$ cat src/rtl/matmul_lane_engine.sv
// matmul_lane_engine: sequential R = A x B over flat, row-major packed buses.
// LANES MAC lanes sweep the result columns in groups. Each group takes A_COLS
// cycles per result row.
// Configuration macro: MATMUL_SIGNED_EN. When it is defined, elements are
// two's complement. Otherwise all elements are unsigned.
module matmul_lane_engine #(
    parameter int A_ROWS = 5,
    parameter int A_COLS = 5,
    parameter int B_COLS = 5,
    parameter int ELEM_W = 8,
    parameter int ACC_W  = 19,
    parameter int LANES  = 1
) (
    input  logic                             clk,
    input  logic                             rst,
    input  logic                             start,
    input  logic [A_ROWS*A_COLS*ELEM_W-1:0]  a,
    input  logic [A_COLS*B_COLS*ELEM_W-1:0]  b,
    output logic [A_ROWS*B_COLS*ACC_W-1:0]   res,
    output logic                             busy,
    output logic                             done,
    output logic                             res_valid
);

    // Column groups per result row. The last group may be only partly filled.
    localparam int NGRP  = (B_COLS + LANES - 1) / LANES;
    // B is padded with zero columns so that every lane has a legal column index.
    localparam int NCOLP = NGRP * LANES;
    localparam int ROW_W = (A_ROWS > 1) ? $clog2(A_ROWS) : 1;
    localparam int K_W   = (A_COLS > 1) ? $clog2(A_COLS) : 1;
    localparam int GRP_W = (NGRP > 1)   ? $clog2(NGRP)   : 1;
    localparam int COL_W = (NCOLP > 1)  ? $clog2(NCOLP)  : 1;

    typedef enum logic [1:0] {
        IDLE = 2'd0,
        MAC  = 2'd1,
        DONE = 2'd2
    } state_t;

    state_t                          state_reg;
    logic [A_ROWS*A_COLS*ELEM_W-1:0] a_reg;
    logic [A_COLS*B_COLS*ELEM_W-1:0] b_reg;
    logic [ROW_W-1:0]                row_reg;
    logic [K_W-1:0]                  k_reg;
    logic [GRP_W-1:0]                colgroup_reg;
    logic [ACC_W-1:0]                acc_reg  [LANES];
    logic [ACC_W-1:0]                lane_sum [LANES];
    logic [ELEM_W-1:0]               a_elem   [A_ROWS][A_COLS];
    logic [ELEM_W-1:0]               b_elem   [A_COLS][NCOLP];
    logic                            accept;
    logic                            last_k;

    assign accept = (state_reg == IDLE) && start;
    assign last_k = (state_reg == MAC) && (k_reg == K_W'(A_COLS - 1));

    // Unpack the latched operands into element arrays. B is padded with zero columns.
    for (genvar gi = 0; gi < A_ROWS; gi++) begin : g_a_row
        for (genvar gj = 0; gj < A_COLS; gj++) begin : g_a_col
            assign a_elem[gi][gj] = a_reg[(A_ROWS*A_COLS-1-(gi*A_COLS+gj))*ELEM_W +: ELEM_W];
        end
    end

    for (genvar gi = 0; gi < A_COLS; gi++) begin : g_b_row
        for (genvar gj = 0; gj < NCOLP; gj++) begin : g_b_col
            if (gj < B_COLS) begin : g_real
                assign b_elem[gi][gj] = b_reg[(A_COLS*B_COLS-1-(gi*B_COLS+gj))*ELEM_W +: ELEM_W];
            end else begin : g_pad
                assign b_elem[gi][gj] = '0;
            end
        end
    end

    // Per-lane datapath: fetch the operands, form a full-width product and extend it to ACC_W.
    for (genvar gi = 0; gi < LANES; gi++) begin : g_lane
        logic [COL_W-1:0]  lane_col;
        logic [ELEM_W-1:0] a_op;
        logic [ELEM_W-1:0] b_op;
        logic [ACC_W-1:0]  prod_ext;

        assign lane_col = COL_W'(colgroup_reg) * COL_W'(LANES) + COL_W'(gi);
        assign a_op     = a_elem[row_reg][k_reg];
        assign b_op     = b_elem[k_reg][lane_col];
`ifdef MATMUL_SIGNED_EN
        logic signed [2*ELEM_W-1:0] prod;
        assign prod     = (2*ELEM_W)'($signed(a_op)) * (2*ELEM_W)'($signed(b_op));
        assign prod_ext = ACC_W'(prod);
`else
        logic [2*ELEM_W-1:0] prod;
        assign prod     = (2*ELEM_W)'(a_op) * (2*ELEM_W)'(b_op);
        assign prod_ext = ACC_W'(prod);
`endif
        assign lane_sum[gi] = acc_reg[gi] + prod_ext;
    end

    // Result storage, one column per block. Each column is written only by
    // its own lane, in its own group. Masked lanes therefore never write a column.
    for (genvar gi = 0; gi < B_COLS; gi++) begin : g_res_col
        localparam int               LANE = gi % LANES;
        localparam logic [GRP_W-1:0] GRP  = GRP_W'(gi / LANES);
        logic [ACC_W-1:0] col_reg [A_ROWS];

        // Clear on reset or on an accepted start. Capture the lane's final sum at the last k.
        always_ff @(posedge clk) begin
            if (rst || accept) begin
                for (int r = 0; r < A_ROWS; r++) begin
                    col_reg[r] <= '0;
                end
            end else if (last_k && (colgroup_reg == GRP)) begin
                col_reg[row_reg] <= lane_sum[LANE];
            end
        end

        for (genvar gj = 0; gj < A_ROWS; gj++) begin : g_res_row
            assign res[(A_ROWS*B_COLS-1-(gj*B_COLS+gi))*ACC_W +: ACC_W] = col_reg[gj];
        end
    end

    // Control FSM: counters, accumulators, operand latch and handshake outputs.
    always_ff @(posedge clk) begin
        if (rst) begin
            state_reg    <= IDLE;
            busy         <= 1'b0;
            done         <= 1'b0;
            res_valid    <= 1'b0;
            row_reg      <= '0;
            k_reg        <= '0;
            colgroup_reg <= '0;
            a_reg        <= '0;
            b_reg        <= '0;
            for (int l = 0; l < LANES; l++) begin
                acc_reg[l] <= '0;
            end
        end else begin
            case (state_reg)
                IDLE: begin
                    done <= 1'b0;
                    if (start) begin
                        a_reg        <= a;
                        b_reg        <= b;
                        res_valid    <= 1'b0;
                        row_reg      <= '0;
                        k_reg        <= '0;
                        colgroup_reg <= '0;
                        busy         <= 1'b1;
                        state_reg    <= MAC;
                        for (int l = 0; l < LANES; l++) begin
                            acc_reg[l] <= '0;
                        end
                    end
                end
                MAC: begin
                    if (k_reg == K_W'(A_COLS - 1)) begin
                        k_reg <= '0;
                        for (int l = 0; l < LANES; l++) begin
                            acc_reg[l] <= '0;
                        end
                        if (colgroup_reg == GRP_W'(NGRP - 1)) begin
                            colgroup_reg <= '0;
                            if (row_reg == ROW_W'(A_ROWS - 1)) begin
                                row_reg   <= '0;
                                busy      <= 1'b0;
                                done      <= 1'b1;
                                res_valid <= 1'b1;
                                state_reg <= DONE;
                            end else begin
                                row_reg <= row_reg + ROW_W'(1);
                            end
                        end else begin
                            colgroup_reg <= colgroup_reg + GRP_W'(1);
                        end
                    end else begin
                        k_reg <= k_reg + K_W'(1);
                        for (int l = 0; l < LANES; l++) begin
                            acc_reg[l] <= lane_sum[l];
                        end
                    end
                end
                DONE: begin
                    done      <= 1'b0;
                    state_reg <= IDLE;
                end
                default: begin
                    busy      <= 1'b0;
                    done      <= 1'b0;
                    state_reg <= IDLE;
                end
            endcase
        end
    end

endmodule

$ cat config.mk
export PLATFORM = sky130hd
export DESIGN_NAME = matmul_lane_engine
export DESIGN_NICKNAME = d
export VERILOG_FILES = /design/src/rtl/matmul_lane_engine.sv
export SDC_FILE = /design/constraint.sdc
export NUM_CORES = 2
export LEC_CHECK = 0
export CAP_MARGIN = 0
export CORE_AREA = 10 10 336 338
export DETAILED_ROUTE_END_ITERATION = 16
export DIE_AREA = 0 0 346 348
export GPL_ROUTABILITY_DRIVEN = 0
export SLEW_MARGIN = 20
export SYNTH_ARGS = -nofsm -noshare
export SYNTH_HDL_FRONTEND = slang
export SYNTH_SLANG_ARGS = --single-unit
$ cat constraint.sdc
create_clock -name clk -period 5.56 [get_ports clk]
set_input_delay 1.39 -clock clk [delete_from_list [all_inputs] [get_ports clk]]
set_output_delay 1.39 -clock clk [all_outputs]
set_load 0.02 [all_outputs]
==> qor.csv <==
stage;metric;value;unit
outcome;status;finished with violations;
outcome;failed_checks;negative setup slack;
sta;rsz0062_at_grt;true;
sta;worst_pin_slew;1.18;ns
power;powerDensity;323;nW/um^2
logic_synthesis;synth_area;38300;sq um
global_route;grt_pass1_vias;31400;
logic_synthesis;synthCells;3684;
detailed_routing;final_antenna_net_count;0;
setup_path;cp-end-kind;register;
sta;fin_crit_sh;110;%
floorplanning;die_x;346;um
clock_network;cts-root-buf;clkbuf_16;
floorplanning;coreArea;106000;sq um
logic_synthesis;ys_types;80;
placed_design;io_buffer_count;880;
power;ir_drop;0.217;mV
sta;skew;0.0363;ns
detailed_routing;via_count;31500;
sta;slew_viol_final;0;
finish;final_cells;6187;
logic_synthesis;ys_warn_count;0;
finish;final_area;55200;sq um
finish;nets;5201;
logic_synthesis;async_reset_ff_share;0;%
logic_synthesis;synthFlopType;edfxtp_1;
setup_path;worstSetupPathType;register to register;
sta;maxSlewHeadroom;21.5;%
finish;drive_above_1_share;14.8;%
global_route;grt_antenna_before_repair;28;
setup_path;crit_path_max_fanout;8;
setup_path;cp-start-kind;register;
clock_network;htree_levels;3;
floorplanning;pin_count;881;
detailed_routing;wl;156;mm
placed_design;dp_hpwl;112;mm
global_route;grt_pass1_wl;220;mm
setup_path;critPathArrivalTime;6.50;ns
logic_synthesis;avgSynthCellArea;10.4;sq um
placed_design;placedCellCount;5952;
floorplanning;row_count;120;
clock_network;cts_tree;done;
logic_synthesis;ys_ff_latch;908;
logic_synthesis;synth_nets;4187;
detailed_routing;vias_per_cell;5.09;
floorplanning;start_util;36.0;%
detailed_routing;wl_per_cell;25.1;um
logic_synthesis;synth-edff-count;494;
logic_synthesis;synth_seq_area_share;60.4;%
global_route;grt_max_degree;188;
finish;largest_reg_flops;475;
detailed_routing;drtPass1Iterations;5;
sta;tns;-133.72;ns
sta;setup_ws;-0.549;ns
detailed_routing;met2_length;78.5;mm
flow_run;drv_cap;0;
sta;finalHoldViolations;0;
sta;period_minus_slack;6.11;ns
clock_network;cts.sinks;908;
detailed_routing;drt_iter0_markers;2500;
floorplanning;die-area;120000;sq um
setup_path;crit_required;5.95;ns
clock_network;ctsHoldBuffers;0;
detailed_routing;post-route-drc-count;0;
clock_network;clockBufferDepth;3;
sta;setup_violations;316;
detailed_routing;routed.top_layer;met5;
placed_design;place_area;50600;sq um
sta;max_freq;0.164;GHz
clock_network;clock_latency;0.70;ns
global_route;gr-total-overflow;0;
sta;holdWs;0.450;ns
finish;final_core_util;51.9;%
hold_path;hold_class;register to register;
power;p_leak;20.9;nW
detailed_routing;drt-met1-wl;59.4;mm
finish;syn2layout_area_growth;44.3;%
clock_network;cts_made_buffers;98;
floorplanning;fp.dieH;348;um
global_route;grt_use_total;24.4;%
detailed_routing;wl_met3;12.4;mm
clock_network;path_clk_slew;0.07;ns
-- where the power goes --
group	switching (mW)	leakage, nW	internal [mW]
Clock	2.76	1.50	3.64
Sequential	0.180	8.79	7.46
Combinational	2.21	10.6	1.57
Total	5.15	20.9	12.7
-- layout make-up --
cell class              instances  area [sq um]
diodes                         11          27.5
flip-flops and latches        908         23100
fillers                      9550         51100
inverters                     111           417
well taps                    1403          1760
multi-input cells            2385         14600
clock buffers                 138          2680
repair buffers               1194         12200
clock inverters                37           384
-- metrics by stage --
step | total power [mW] | worst slack (ns)
final | 17.8 | -0.549
after global routing | 18.4 | -0.744
after CTS | 17.7 | -0.517
after detailed placement | 11.2 | -0.751
after global placement | 11.2 | -0.750
after floorplan | 9.21 | -0.0812
-- synth_stat cells (10+ instances only) --
cell type	number	share of area, %
nor2_1	396	3.9
buf_4	10	0.20
buf_2	36	0.47
inv_1	109	1.1
clkbuf_1	224	2.2
mux2_2	15	0.44
fa_1	50	2.6
o21ai_0	29	0.38
nand2_1	898	8.8
mux4_2	53	3.1
and3_1	111	1.8
nor3_1	68	0.89
dfxtp_1	414	22
and2_1	10	0.16
edfxtp_1	494	39
mux2i_1	51	1.3
a22oi_1	19	0.37
ha_1	50	1.6
nand2b_1	20	0.33
a21oi_1	456	6.0
-- path summary, 6_finish.rpt --
path / from / to / slack [ns] / cells past startpoint
setup reg to reg: row_reg[0]$_SDFFE_PP0P_ / g_res_col[4].col_reg[0][13]$_SDFFCE_PN0P_ / -0.55 / 25
hold reg to reg: b_elem[12]$_SDFFE_PP0P_ / b_elem[12]$_SDFFE_PP0P_ / 0.45 / 2
hold / removal: b_elem[12]$_SDFFE_PP0P_ / b_elem[12]$_SDFFE_PP0P_ / 0.45 / 2
setup / recovery: row_reg[0]$_SDFFE_PP0P_ / g_res_col[4].col_reg[0][13]$_SDFFCE_PN0P_ / -0.55 / 25
-- placed cells by master (no fill, tap or decap), types with 8 or more instances in the layout --
cell / n
buf_6: 15
a22o_1: 9
o22ai_2: 8
nor2_1: 353
o21ai_0: 22
nand2b_1: 17
diode_2: 11
clkinv_1: 9
dfxtp_1: 409
fa_1: 47
and3_1: 110
buf_12: 55
nand2_1: 890
edfxtp_1: 494
clkdlybuf4s50_1: 879
ha_1: 41
a21oi_1: 450
inv_1: 103
ha_4: 8
mux2_2: 14
clkbuf_1: 33
nor3_4: 8
nor3_2: 24
nor3_1: 40
nor2_4: 37
nand2_2: 8
clkbuf_16: 103
mux4_2: 53
a22oi_1: 18
and2_1: 10
buf_4: 232
mux2i_1: 43
clkinv_2: 12
-- critical path: stages (launching register included) --
cell and delay [ns]:
dfxtp_4 0.40, buf_4 0.17, and2b_1 0.26, a22oi_1 0.12, o22a_1 0.24, a2111oi_2 0.41, nor3_1 0.09, buf_4 0.17
or2_1 0.24, fa_1 0.48, fa_1 0.49, inv_1 0.05, fa_1 0.48, inv_1 0.05, fa_1 0.49, inv_2 0.05
ha_4 0.25, o21a_1 0.11, o31a_1 0.15, buf_4 0.16, o31ai_4 0.19, nand2b_1 0.17, xnor2_4 0.18, buf_12 0.16
buf_12 0.15, nor2_1 0.05
-- kinds of logic (layout without fill, tap and decap cells) --
kind of cell	Yosys count	count (layout)	synth area share (%)
other cells	0	11	0
fa+ha+maj	100	100	4.25
mux	120	120	4.96
compound gates	602	602	9.00
buf+inv	391	1480	4.23
flops	908	908	60.4
xor+xnor	9	9	0.245
simple gates	1554	1554	16.9
-- metal layers --
| metal | up-vias | GRT usage (%) |
|---|---|---|
| met4 | 30 | 7.97 |
| met2 | 1295 | 43.2 |
| met3 | 253 | 6.19 |
| met5 | - | 0 |
| met1 | 15300 | 28.7 |
| li1 | 14600 | - |
-- timing repair --
item,CTS,global route
resized for setup,83,117
pin swaps,26,29
buffers inserted,24,14
cloned,7,4
setup endpoints to repair,352,357
Note: power is estimated with default switching activity, not from simulation.
